## src/rtl/barrel_shifter_pipe_pkg.sv

```systemverilog
// Shared encodings for the pipelined barrel shifter: shift modes and directions.
package barrel_pkg;

  localparam logic [1:0] MODE_LOG  = 2'b00;
  localparam logic [1:0] MODE_ROT  = 2'b01;
  localparam logic [1:0] MODE_ARI  = 2'b10;

  localparam logic       DIR_LEFT  = 1'b0;
  localparam logic       DIR_RIGHT = 1'b1;

endpackage

```

## src/rtl/barrel_shifter_pipe_stage.sv

```systemverilog
// One pipeline stage: conditional shift by DIST, registered together with the
// transaction's valid bit, original sign bit, direction, mode and shift amount.
module barrel_stage
  import barrel_pkg::*;
#(
  parameter int WIDTH = 16,
  parameter int DIST  = 1,
  parameter int SHW   = $clog2(WIDTH)
) (
  input  logic             clk,
  input  logic             rst_n,
  input  logic             en,
  input  logic             valid,
  input  logic [WIDTH-1:0] data,
  input  logic             sign,
  input  logic             dir,
  input  logic [1:0]       mode,
  input  logic [SHW-1:0]   shamt,
  output logic             valid_r,
  output logic [WIDTH-1:0] data_r,
  output logic             sign_r,
  output logic             dir_r,
  output logic [1:0]       mode_r,
  output logic [SHW-1:0]   shamt_r
);

  localparam int BIT = $clog2(DIST);

  logic [WIDTH-1:0] shifted_s;

  // Shift by DIST when this stage's shamt bit is set, otherwise pass through.
  always_comb begin
    shifted_s = data;
    if (shamt[BIT]) begin
      case (dir)
        DIR_LEFT: begin
          if (mode == MODE_ROT) begin
            shifted_s = {data[WIDTH-1-DIST:0], data[WIDTH-1:WIDTH-DIST]};
          end else begin
            shifted_s = data << DIST;
          end
        end
        DIR_RIGHT: begin
          // Arithmetic fill uses the sign carried from the operand, not data's MSB.
          case (mode)
            MODE_ROT: shifted_s = {data[DIST-1:0], data[WIDTH-1:DIST]};
            MODE_ARI: shifted_s = {{DIST{sign}}, data[WIDTH-1:DIST]};
            MODE_LOG: shifted_s = data >> DIST;
            default:  shifted_s = data >> DIST;
          endcase
        end
        default: shifted_s = data;
      endcase
    end else begin
      shifted_s = data;
    end
  end

  // Stage registers advance when enabled and hold during a global stall.
  always_ff @(posedge clk or negedge rst_n) begin
    if (!rst_n) begin
      valid_r <= 1'b0;
      data_r  <= '0;
      sign_r  <= 1'b0;
      dir_r   <= 1'b0;
      mode_r  <= 2'b00;
      shamt_r <= '0;
    end else if (en) begin
      valid_r <= valid;
      data_r  <= shifted_s;
      sign_r  <= sign;
      dir_r   <= dir;
      mode_r  <= mode;
      shamt_r <= shamt;
    end
  end

endmodule

```

## src/rtl/barrel_shifter_pipe.sv

```systemverilog
// Pipelined barrel shifter: one registered power-of-two shift stage per shamt
// bit, valid/ready on both sides with a single global stall.
module barrel_shifter_pipe
  import barrel_pkg::*;
#(
  parameter  int WIDTH = 16,
  localparam int SHW   = $clog2(WIDTH)
) (
  input  logic             clk,
  input  logic             rst_n,
  input  logic             in_valid,
  output logic             in_ready,
  input  logic [WIDTH-1:0] din,
  input  logic [SHW-1:0]   shamt,
  input  logic             dir,
  input  logic [1:0]       mode,
  output logic             out_valid,
  input  logic             out_ready,
  output logic [WIDTH-1:0] dout,
  output logic             busy
);

  // Index 0 is the input side; index k+1 is the register bank of stage k.
  logic [SHW:0]     vld_s;
  logic [SHW:0]     sign_s;
  logic [SHW:0]     dir_s;
  logic [WIDTH-1:0] data_s  [SHW+1];
  logic [1:0]       mode_s  [SHW+1];
  logic [SHW-1:0]   shamt_s [SHW+1];
  logic             stall_s;
  logic             unused_tail_s;

  assign vld_s[0]   = in_valid;
  assign data_s[0]  = din;
  assign sign_s[0]  = din[WIDTH-1];
  assign dir_s[0]   = dir;
  assign mode_s[0]  = mode;
  assign shamt_s[0] = shamt;

  assign stall_s  = vld_s[SHW] & ~out_ready;
  assign in_ready = ~stall_s;

  for (genvar k = 0; k < SHW; k++) begin : g_stage
    barrel_stage #(
      .WIDTH (WIDTH),
      .DIST  (1 << k),
      .SHW   (SHW)
    ) u_stage (
      .clk     (clk),
      .rst_n   (rst_n),
      .en      (~stall_s),
      .valid   (vld_s[k]),
      .data    (data_s[k]),
      .sign    (sign_s[k]),
      .dir     (dir_s[k]),
      .mode    (mode_s[k]),
      .shamt   (shamt_s[k]),
      .valid_r (vld_s[k+1]),
      .data_r  (data_s[k+1]),
      .sign_r  (sign_s[k+1]),
      .dir_r   (dir_s[k+1]),
      .mode_r  (mode_s[k+1]),
      .shamt_r (shamt_s[k+1])
    );
  end

  assign out_valid = vld_s[SHW];
  assign dout      = data_s[SHW];
  assign busy      = |vld_s[SHW:1];

  // Control fields of the last stage have no further consumer.
  assign unused_tail_s = ^{sign_s[SHW], dir_s[SHW], mode_s[SHW], shamt_s[SHW]};

endmodule

```

## config.mk

```make
export PLATFORM = sky130hd
export DESIGN_NAME = barrel_shifter_pipe
export DESIGN_NICKNAME = d
export VERILOG_FILES = /design/src/rtl/barrel_shifter_pipe_pkg.sv /design/src/rtl/barrel_shifter_pipe_stage.sv /design/src/rtl/barrel_shifter_pipe.sv
export SDC_FILE = /design/constraint.sdc
export NUM_CORES = 1
export LEC_CHECK = 0
export CAP_MARGIN = 20
export CORE_MARGIN = 8
export CORE_UTILIZATION = 50
export CTS_BUF_LIST = sky130_fd_sc_hd__clkbuf_4
export DETAILED_ROUTE_END_ITERATION = 8
export PLACE_DENSITY = 0.71
export SYNTH_ARGS = -nofsm -noshare
export SYNTH_HDL_FRONTEND = slang
export SYNTH_SLANG_ARGS = --single-unit
```

## constraint.sdc

```tcl
create_clock -name clk -period 1.3 [get_ports clk]
set_input_delay 0.195 -clock clk [delete_from_list [all_inputs] [get_ports clk]]
set_output_delay 0.195 -clock clk [all_outputs]
set_load 0.01 [all_outputs]
```

==> results.rst <==
.. list-table::
   :header-rows: 1

   * - Metric
     - Value
   * - Crit Path Category
     - reg2out
   * - CTS H-Tree Depth
     - 3
   * - Synth warnings
     - 0
   * - Final Worst Setup Slack
     - -0.364 ns
   * - Most common cell after layout, fill and taps aside
     - sky130_fd_sc_hd__dfrtp_1
   * - Antenna-violating nets left
     - 0
   * - Crit start category
     - flip-flop
   * - Time the worst path needs with I/O delays and setup
     - about 1.7 ns
   * - Status
     - finished, violations left
   * - Maximum vdd ir drop
     - between 0.9 and 1 mV
   * - Worst path required time
     - 1.11 ns
   * - Vias in the first global route
     - 4,352
   * - Global-route wire length before repair
     - between 20 and 25 mm
   * - Number of DRC violations after detailed routing
     - 0
   * - Worst slew pin tran
     - ~0.38 ns
   * - Dominant synthesized flop cell
     - sky130_fd_sc_hd__dfrtp_1
   * - Initial cell density of the core
     - 0.503
   * - Number of antenna violations at the first check in global routing
     - 0
   * - Core box area
     - approximately 9600 sq um
   * - Total global-route track usage
     - 0.197
   * - Switch Pwr
     - 6.56 mW
   * - Async SR Flop Fraction
     - 1.00
   * - Synth Area per Inst
     - about 9.3 sq um
   * - Worst min-delay path class
     - in2async
   * - Gate Count Post-Synth
     - 518
   * - Average detailed-routed wire length per instance
     - roughly 17 microns
   * - End of the worst register-to-register path
     - g_stage[3].u_stage.data_r[11]
   * - Comb power frac
     - 0.579
   * - Via total after detailed routing
     - between 4,000 and 5,000
   * - Number of pins with negative max-slew slack in the final report
     - 0
   * - Leak
     - 3.23 nW
   * - Unique masters post-synth
     - 35
   * - Final instance area
     - just under 7000 sq um
   * - Highest fanout seen on the critical path
     - 2
   * - Cell Pwr Density
     - between 2000 and 2500 nW/um^2
   * - Reg-to-Reg Start
     - g_stage[3].u_stage.valid_r
   * - Number of enable flip-flop cells after synthesis
     - 0
   * - Clock tree from TritonCTS
     - yes
   * - Placement Rows
     - 36
   * - Vert. Die Dim
     - 114 microns
   * - Number of cells on the worst reg-to-reg path
     - 8
   * - Max-cap check violation count
     - 0
   * - Failing checks
     - negative setup slack
   * - Nets
     - 646
   * - Number of buffers between clock root and the deepest sink
     - 2
   * - Buffer cell driving the clock tree root
     - sky130_fd_sc_hd__clkbuf_4
   * - Maximum number of pins on one net before global-route repair
     - 34
   * - HPWL reported at the end of detailed placement
     - 7.58 mm
   * - Cell area after synthesis
     - a little under 5000 sq um
   * - Count of buffers inserted at the top-level ports
     - 45
   * - Antenna cells
     - 0
   * - Post-Route Hold Slack
     - between 0.2 and 0.25 ns
   * - Clock network fraction of design power
     - 0.093
   * - Max Fclk
     - ~600 MHz
   * - Total of flip-flops plus latches after synthesis
     - 86
   * - Internal
     - between 9 and 10 mW
   * - Power Total
     - 16.0 mW
   * - Worst-skew pair later-pin latency
     - a little over 0.4 ns
   * - Die Outline Area
     - 13,100 sq um
   * - Setup Viol. Count Final
     - 77
   * - Most used cells in the layout excluding fill and tap cells
     - 86 x sky130_fd_sc_hd__dfrtp_1, 58 x sky130_fd_sc_hd__nor2_1, 50 x sky130_fd_sc_hd__nand2_1
   * - CTS sink cnt
     - 86
   * - Width of the chip
     - 114 microns
   * - Starting DRC count in detailed routing
     - 162
   * - Worst Path Arrival
     - 1.47 ns
   * - Post-Synthesis Net Count
     - around 550
   * - Final period utilization
     - 1.28
   * - Dpl cell area
     - 5560 sq um
   * - Net switching fraction of the power
     - 0.410
   * - Fraction of final layout cells with drive strength greater than 1
     - 0.372
   * - Number of CTS-inserted buffers
     - 9
   * - Slew Limit Headroom
     - 0.746
   * - Worst clock skew on the final layout
     - 0.00615 ns
   * - Kind of end point of the critical path
     - output pin
   * - Synth-to-Final Area Change
     - 43.4%
   * - Total congestion overflow after global routing
     - 0
   * - Setup_tns
     - -10.76 ns
   * - Detailed-routing iteration count for the pre-antenna-repair pass
     - 7
   * - Vias per Instance
     - 5.64
   * - Final weighted congestion in routability-driven placement
     - between 0.8 and 0.9
   * - Final Hold Fails
     - 0
   * - Proportion of power drawn by flip-flops and latches
     - 0.327
   * - Sequential element share of the synthesized area
     - 0.446
   * - RSZ-0062 raised after global routing
     - yes
   * - Post-Route WL
     - around 13 mm
   * - Clock-pin slew of the registers on the worst-case setup and hold paths
     - between 0.1 and 0.15 ns
   * - R2r setup slk
     - -0.28 ns
   * - Num ports
     - 46
## sequential cells by signal, summed over array words and instances (netlist names)
| name | flops |
|---|---|
| g_stage.u_stage.data_r | 64 |
| g_stage.u_stage.mode_r | 6 |
| g_stage.u_stage.shamt_r | 6 |
| g_stage.u_stage.valid_r | 4 |
| g_stage.u_stage.dir_r | 3 |
| g_stage.u_stage.sign_r | 3 |
## per-stage QoR
stage / worst slack [ns] / utilization / instances
after floorplan: -0.0308 / - / 518
after global placement: -0.298 / 0.579 / 684
after detailed placement: -0.381 / 0.579 / 684
after CTS: -0.389 / 0.690 / 733
after global routing: -0.463 / 0.722 / 748
final: -0.364 / 0.722 / 748
## cells in the mapped netlist (all sizes together) (8+ instances only)
cell type | count | area (sq um)
dfrtp | 86 | 2150
nand2 | 75 | 282
nor2 | 59 | 224
buf | 47 | 330
o21ai | 42 | 210
a211oi | 36 | 280
mux2i | 34 | 340
a21o | 28 | 210
inv | 17 | 63.8
clkbuf | 11 | 42.5
a21oi | 8 | 40.0
a221oi | 8 | 70.1
a22o | 8 | 70.1
and2b | 8 | 60.1
ha | 8 | 100
nor3 | 8 | 40.0
## final cells by class
class	count	area (sq um)
inverters	17	68.8
fillers	661	2670
clock buffers	9	67.6
well taps	133	166
clock inverters	6	63.8
flip-flops and latches	86	2150
repair buffers	140	1630
multi-input cells	357	2770
## cells by family (layout without fill, tap and decap cells)
kind of cell / count (synthesis) / count (layout) / share of synthesized area
DFF: 86 / 86 / 0.446
muxes: 34 / 34 / 0.0705
AOI/OAI and AO/OA: 158 / 158 / 0.236
and+or+nand+nor: 157 / 157 / 0.136
buffers and inverters: 75 / 172 / 0.0904
adders and majority gates: 8 / 8 / 0.0207
## per-layer routing
layer | share of wire | routed length (microns) | up-vias | global-route usage
met4 | 0.026 | 333 | 0 | 0.0648
met1 | 0.40 | 5170 | 2067 | 0.216
met3 | 0.046 | 597 | 30 | 0.0359
met2 | 0.53 | 6750 | 133 | 0.370
met5 | 0 | 0 | - | 0
li1 | - | - | 1987 | -
## worst max-delay path by stage
stage,endpoint,from,cells past startpoint,slack (ns)
2_1_floorplan,g_stage[3].u_stage.data_r[6],g_stage[2].u_stage.mode_r[0],5,-0.03
3_3_place_gp,g_stage[3].u_stage.data_r[11],out_ready,6,-0.30
3_5_place_dp,g_stage[3].u_stage.data_r[11],out_ready,6,-0.38
4_1_cts,busy,g_stage[3].u_stage.valid_r,2,-0.39
5_1_grt,busy,g_stage[2].u_stage.valid_r,2,-0.46
6_report,busy,g_stage[2].u_stage.valid_r,2,-0.36
## critical path: stages, from the launching register on
cell,delay (ns)
sky130_fd_sc_hd__dfrtp_1,0.40
sky130_fd_sc_hd__or4_1,0.50
sky130_fd_sc_hd__buf_2,0.15
## power by group through the flow
stage,registers (mW),clock network (mW),logic (mW)
floorplan,4.69,0,4.65
global placement,5.04,0,6.02
detailed placement,5.10,0,6.15
CTS,5.10,1.50,8.21
global route,5.40,1.64,10.0
finish,5.23,1.49,9.25
## repair_timing
| action | 4_1_cts | 5_1_grt |
|---|---|---|
| hold buffers | 1 | 0 |
| endpoints found under the hold margin | 45 | 0 |
| setup buffers | 27 | 21 |
| resized for setup | 152 | 95 |
| endpoints found under the setup margin | 81 | 99 |
| pin swaps | 16 | 44 |
| cloned | 10 | 3 |
No activity file was read; power rests on OpenSTA's default activity.
